===== src/rtl/dmem_ctrl.sv =====
// dmem_ctrl: parametrised single-port synchronous data memory for the RISC datapath MEM stage.
//
// Accepts one request per cycle over a valid/ready handshake. Every accepted request, whether a
// read or a write, produces exactly one rsp_valid pulse RD_LAT cycles after its acceptance edge.
// Responses come back in order. Writes honour per-byte enables. Addresses >= DEPTH are reported
// through rsp_err and leave the memory untouched.
//
// Optional feature, enabled by defining the macro DMEM_CLEAR_EN: after reset the controller sweeps
// zeros through every word, one word per cycle. It holds req_ready low for DEPTH cycles while the
// sweep runs.
//
// Ports:
//   clk        in   clock, rising edge
//   rst        in   synchronous active-high reset
//   req_valid  in   request present
//   req_ready  out  controller can accept a request this cycle
//   req_we     in   1 = write, 0 = read
//   req_be     in   [DATA_W/8] byte write enables (ignored on reads)
//   req_addr   in   [ADDR_W] word address
//   req_wdata  in   [DATA_W] write data
//   rsp_valid  out  one-cycle response pulse
//   rsp_rdata  out  [DATA_W] read data, 0 for writes and errored requests; held while idle
//   rsp_err    out  address out of range, qualified by rsp_valid; held while idle
//   busy       out  request in flight or clear sweep active
module dmem_ctrl #(
  parameter int unsigned DATA_W = 32,
  parameter int unsigned ADDR_W = 16,
  parameter int unsigned DEPTH  = 64,
  parameter int unsigned RD_LAT = 1
) (
  input  logic                  clk,
  input  logic                  rst,
  input  logic                  req_valid,
  output logic                  req_ready,
  input  logic                  req_we,
  input  logic [DATA_W/8-1:0]   req_be,
  input  logic [ADDR_W-1:0]     req_addr,
  input  logic [DATA_W-1:0]     req_wdata,
  output logic                  rsp_valid,
  output logic [DATA_W-1:0]     rsp_rdata,
  output logic                  rsp_err,
  output logic                  busy
);

  localparam int unsigned NB = DATA_W / 8;
  localparam int unsigned IW = (DEPTH > 1) ? $clog2(DEPTH) : 1;

`ifdef DMEM_CLEAR_EN
  typedef enum logic [0:0] {StRun, StClear} state_e;
  localparam state_e StReset = StClear;
`else
  typedef enum logic [0:0] {StRun} state_e;
  localparam state_e StReset = StRun;
`endif

  state_e state_q, state_d;

  logic [DATA_W-1:0] mem [DEPTH];

  logic              accept;
  logic              in_range;
  logic              wr_en;
  logic [IW-1:0]     idx;
  logic [DATA_W-1:0] rd_word;

  // Response pipeline; stage 0 holds the registered array read, the last stage drives the outputs.
  logic [RD_LAT-1:0] vld_q;
  logic              err_q [RD_LAT];
  logic [DATA_W-1:0] dat_q [RD_LAT];

`ifdef DMEM_CLEAR_EN
  logic [IW-1:0] clr_q, clr_d;
  logic          clr_we;
`endif

  // Full-width compare, so high address bits can never alias back into the array.
  assign in_range = {1'b0, req_addr} < (ADDR_W + 1)'(DEPTH);
  assign idx      = req_addr[IW-1:0];
  assign accept   = req_valid && req_ready && !rst;
  assign wr_en    = accept && req_we && in_range;
  // Read-before-write: the array read below sees the contents from before this edge's write.
  assign rd_word  = (req_we || !in_range) ? '0 : mem[idx];

  // State register.
  always_ff @(posedge clk) begin
    if (rst) begin
      state_q <= StReset;
    end else begin
      state_q <= state_d;
    end
  end

`ifdef DMEM_CLEAR_EN
  always_ff @(posedge clk) begin
    if (rst) begin
      clr_q <= '0;
    end else begin
      clr_q <= clr_d;
    end
  end
`endif

  // Next-state and handshake.
  always_comb begin
    state_d   = state_q;
    req_ready = 1'b0;
`ifdef DMEM_CLEAR_EN
    clr_d     = clr_q;
    clr_we    = 1'b0;
`endif
    unique case (state_q)
      StRun: req_ready = 1'b1;
`ifdef DMEM_CLEAR_EN
      StClear: begin
        clr_we = 1'b1;
        if (clr_q == IW'(DEPTH - 1)) begin
          state_d = StRun;
        end else begin
          clr_d = clr_q + 1'b1;
        end
      end
`endif
      default: state_d = StReset;
    endcase
  end

  // Storage; contents are intentionally not reset.
  always_ff @(posedge clk) begin
`ifdef DMEM_CLEAR_EN
    if (clr_we && !rst) begin
      mem[clr_q] <= '0;
    end
`endif
    if (wr_en) begin
      for (int i = 0; i < NB; i++) begin
        if (req_be[i]) begin
          mem[idx][8*i +: 8] <= req_wdata[8*i +: 8];
        end
      end
    end
  end

  // Payload moves only alongside a valid bit, so the output stage holds its last response.
  always_ff @(posedge clk) begin
    if (rst) begin
      vld_q <= '0;
      for (int k = 0; k < RD_LAT; k++) begin
        err_q[k] <= 1'b0;
        dat_q[k] <= '0;
      end
    end else begin
      vld_q[0] <= accept;
      if (accept) begin
        err_q[0] <= !in_range;
        dat_q[0] <= rd_word;
      end
      for (int k = 1; k < RD_LAT; k++) begin
        vld_q[k] <= vld_q[k-1];
        if (vld_q[k-1]) begin
          err_q[k] <= err_q[k-1];
          dat_q[k] <= dat_q[k-1];
        end
      end
    end
  end

  assign rsp_valid = vld_q[RD_LAT-1];
  assign rsp_err   = err_q[RD_LAT-1];
  assign rsp_rdata = dat_q[RD_LAT-1];
  assign busy      = (|vld_q) || (state_q != StRun);

endmodule


===== config.mk =====
export PLATFORM = sky130hd
export DESIGN_NAME = dmem_ctrl
export DESIGN_NICKNAME = d
export VERILOG_FILES = /design/src/rtl/dmem_ctrl.sv
export SDC_FILE = /design/constraint.sdc
export NUM_CORES = 2
export LEC_CHECK = 0
export BUFFER_PORTS_ARGS = -buffer_cell sky130_fd_sc_hd__buf_2
export CORE_MARGIN = 4
export CORE_UTILIZATION = 40
export CTS_BUF_LIST = sky130_fd_sc_hd__clkbuf_8 sky130_fd_sc_hd__clkbuf_16
export DETAILED_ROUTE_END_ITERATION = 8
export SLEW_MARGIN = 15
export SYNTH_ARGS = -nofsm -noshare
export SYNTH_HDL_FRONTEND = slang
export SYNTH_SLANG_ARGS = --single-unit

===== constraint.sdc =====
create_clock -name clk -period 3.4 [get_ports clk]
set_input_delay 0.17 -clock clk [delete_from_list [all_inputs] [get_ports clk]]
set_output_delay 0.17 -clock clk [all_outputs]
set_load 0.05 [all_outputs]

==> impl_results.rst <==
.. list-table::
   :header-rows: 1

   * - Metric
     - Value
   * - Sequential-to-total area share from yosys stat
     - 0.774
   * - Via count of the first global-routing pass
     - 43400
   * - Largest driver fanout on the critical path
     - 64
   * - Setup-failing EPs final
     - 0
   * - Minimum setup slack in the final design
     - 0.882 ns
   * - Average wire per cell in the routed design
     - 30.6 um
   * - Initial Utilization
     - 0.403
   * - Number of slew-limit violations in the final report
     - 0
   * - Yosys cell types
     - 52
   * - Vertical extent of the die
     - 457 um
   * - Setup repair after global routing missed its margin
     - no
   * - Number of buffers and inverters on the critical path
     - 4
   * - Synthesized net count
     - 4342
   * - Filler Cell Count
     - 17000
   * - Post-synthesis instance total
     - 4286
   * - Slew @ Worst Pin
     - 1.23 ns
   * - Number of placed I/O pins
     - 92
   * - Worst clock skew on the final layout
     - 0.0339 ns
   * - Starting DRT DRC Count
     - 5403
   * - Highest Clock Rate
     - 397 MHz
   * - Yosys warnings
     - 0
   * - Setup Total Neg Slack
     - 0 ns
   * - Cells resized by post-CTS repair
     - 0
   * - Final count of hold timing violations
     - 0
   * - Largest area contributor in the synthesized netlist
     - sky130_fd_sc_hd__edfxtp_1
   * - Post-synthesis share of cell area spent on full adders, half adders and majority gates
     - 0
   * - Pre-CTS setup slack
     - 0.123 ns
   * - Post-synthesis xor/xnor area fraction
     - 0
   * - Number of nets in the finished design
     - 4790
   * - WS Path Type
     - input pin to flip-flop
   * - Uppermost metal layer occupied by signal nets
     - met5
   * - Detailed Place HPWL
     - 148000 um
   * - Arrival time at the worst endpoint
     - 3.05 ns
   * - Standard cell core area
     - 200000 um^2
   * - Largest delay share family, worst path
     - simple AND/OR/NAND/NOR gates
   * - Worst setup SP type
     - input pin
   * - Area of placed instances
     - 86800 um^2
   * - Depth of the CTS H-tree
     - 4
   * - Detailed-router iteration count before antenna repair
     - 5
   * - Run status
     - finished clean
   * - Routed via count
     - 44400
   * - Count of placed standard cells including taps
     - 7158
   * - Met3 Routed Length
     - 19600 um
   * - Share of layout cells above drive strength 1
     - 0.234
   * - Worst ir drop on vdd
     - 0.547 mV
   * - Simple-gate share of the synthesized area
     - 0.0439
   * - Combinational family with the most area after synthesis
     - multiplexers
   * - Count of non-filler cells in the finished layout
     - 7575
   * - Final core utilization
     - 0.468
   * - Clk_lat worst skew
     - 0.85 ns
   * - Die width
     - 457 um
   * - Crit-path slowest cell
     - sky130_fd_sc_hd__nor2_1
   * - FF+latch count, synth
     - 2082
   * - Final Wtd Congestion
     - 0.851
   * - Normalized max-slew margin
     - 0.181
   * - Compound-cell area share of the yosys netlist
     - 0.0608
   * - Static Leakage
     - 30.6 nW
   * - Worst-case register-to-register setup slack
     - 1.10 ns
   * - Routed WL
     - 232000 um
   * - Final period demand of the worst path
     - 2.52 ns
   * - Count of input and output buffers
     - 90
   * - Global-route congestion overflow total
     - 0
   * - Clock-pin slew on the worst setup and hold paths
     - 0.06 ns
   * - DRC violations left
     - 0
   * - Portion of netlist area occupied by mux cells
     - 0.104
   * - Share of the synthesized area in the top cell type
     - 0.774
   * - Period Utilization, post-route
     - 0.741
   * - Top post-synthesis cells by area
     - sky130_fd_sc_hd__edfxtp_1, sky130_fd_sc_hd__mux4_2, sky130_fd_sc_hd__mux2i_1
   * - # clock sinks
     - 2082
   * - Mean cell area of the mapped netlist
     - 18.8 um^2
   * - Number of synthesized flops with an enable pin
     - 2081
   * - Class of the worst hold path
     - input pin to flip-flop
   * - Predominant post-synthesis flop cell
     - sky130_fd_sc_hd__edfxtp_1
   * - TritonCTS Buffers
     - 205
   * - Buffers inserted during post-CTS setup optimization
     - 0
   * - Worst hold slack
     - 0.0155 ns
   * - Clock Root Buffer
     - sky130_fd_sc_hd__clkbuf_16
   * - Netlist Area Pre-Place
     - 80700 um^2
   * - Max stage delay on crit path
     - 0.62 ns
   * - Largest net degree at the start of global routing
     - 65
   * - Met2 wirelength from detailed routing
     - 110000 um
   * - CP Capture Type
     - flip-flop
   * - Total die area
     - 209000 um^2
   * - Power Dens Cells
     - 564 nW/um^2
   * - Number of hold-repair buffers added at the cts stage
     - 20
   * - Wire length of the first global-routing pass
     - 328000 um
   * - Vias/cell
     - 5.87
   * - Post-route cell area
     - 93700 um^2
   * - Overall power
     - 52.9 mW
   * - # rows
     - 164
   * - Required @ worst endpoint
     - 3.93 ns
   * - MaxCap Viol Count
     - 0
   * - Initial antenna violation count
     - 17
   * - Area growth from synthesis to layout
     - 16.1%
   * - Total global routing track utilization
     - 0.218
   * - Post-synthesis async set-or-reset flop share
     - 0
   * - TritonCTS clock tree
     - yes
   * - Post-detailed-route count of antenna-violating nets
     - 0
   * - Worst-path cell chain
     - dlygate4sd3_1 -> buf_2 -> nor2b_1 -> nand4_1 -> nor2_1 -> nand2_2 -> buf_4 -> nor2_1 -> buf_4
   * - Post-Route M1 WL
     - 93100 um
   * - Longest Clk Path Bufs
     - 3
==> synthesized netlist by cell type (all sizes together) (6+ instances only) <==
master  instances
a221oi          8
nor3b           6
edfxtp       2081
a22oi         240
o31a           31
clkbuf        160
nand2         167
mux2i         255
and3b           6
and2            8
nand3b         58
o22ai         179
mux4          258
or3b           59
nand3          93
nor2          264
a2111o         56
a21oi          88
buf           143
a22o           50
nand4          33
==> worst reg2reg max path, delay by kind of cell (launching register included) <==
family	cells	cell delay, ns
multiplexers	2	0.69
AO/OA/AOI/OAI	2	0.59
flip-flops	1	0.37
AND/OR/NAND/NOR	1	0.24
buffers and inverters	1	0.17
==> final timing paths <==
check | startpoint | to | cells past startpoint
max | rst | mem[15][19]$_DFFE_PP_ | 9
max reg2reg | mem[30][30]$_DFFE_PP_ | dat_q[0][30]$_SDFFCE_PP0P_ | 6
min | req_wdata[16] | mem[40][16]$_DFFE_PP_ | 1
min reg2reg | mem[28][0]$_DFFE_PP_ | dat_q[0][0]$_SDFFCE_PP0P_ | 4
==> sequential cells by signal (all words and copies together) (netlist names) <==
name and count:
mem 2048, rsp_valid 1, err_q 1, dat_q 32
==> cell type report <==
cell class / count / area (um^2) / share of cell area
repair buffers: 544 / 4320 / 0.0461
flip-flops and latches: 2082 / 62500 / 0.667
multi-input cells: 1897 / 16900 / 0.181
well taps: 2656 / 3320 / 0.0355
clock inverters: 167 / 1300 / 0.0139
inverters: 4 / 15.0 / 0.000160
clock buffers: 211 / 5280 / 0.0563
diodes: 14 / 35.0 / 0.000374
==> layout by cell type, fill, tap and decap left out, drive strengths merged, types with 33 or more instances in the layout <==
cell type,netlist,layout
clkbuf,160,211
clkinv,0,102
buf,143,519
nand3b,58,58
a21oi,88,88
a22o,50,50
edfxtp,2081,2081
nor2,264,264
or3b,59,59
mux2i,255,255
mux4,258,258
nand4,33,33
a2111o,56,56
inv,4,46
a22oi,240,240
nand2,167,167
o22ai,179,179
nand3,93,93
==> routing by layer <==
layer	vias to the layer above	track usage
met1	23400	0.298
li1	18500	-
met2	2148	0.344
met4	10	0.0837
met5	-	0.00276
met3	405	0.0455
==> cells by family (layout without fill, tap and decap cells) <==
kind of cell    after synthesis  after routing
simple gates                715            715
mux                         513            513
flops                      2082           2082
other cells                   1             15
buf+inv                     307            926
compound gates              668            668
==> where the power goes <==
group / total [mW] / internal, mW / switching [mW] / leakage, nW
logic: 2.37 / 0.765 / 1.61 / 8.42
registers: 28.3 / 28.2 / 0.0300 / 18.8
clock network: 22.2 / 12.8 / 9.45 / 3.38
No activity file was read; power rests on OpenSTA's default activity.
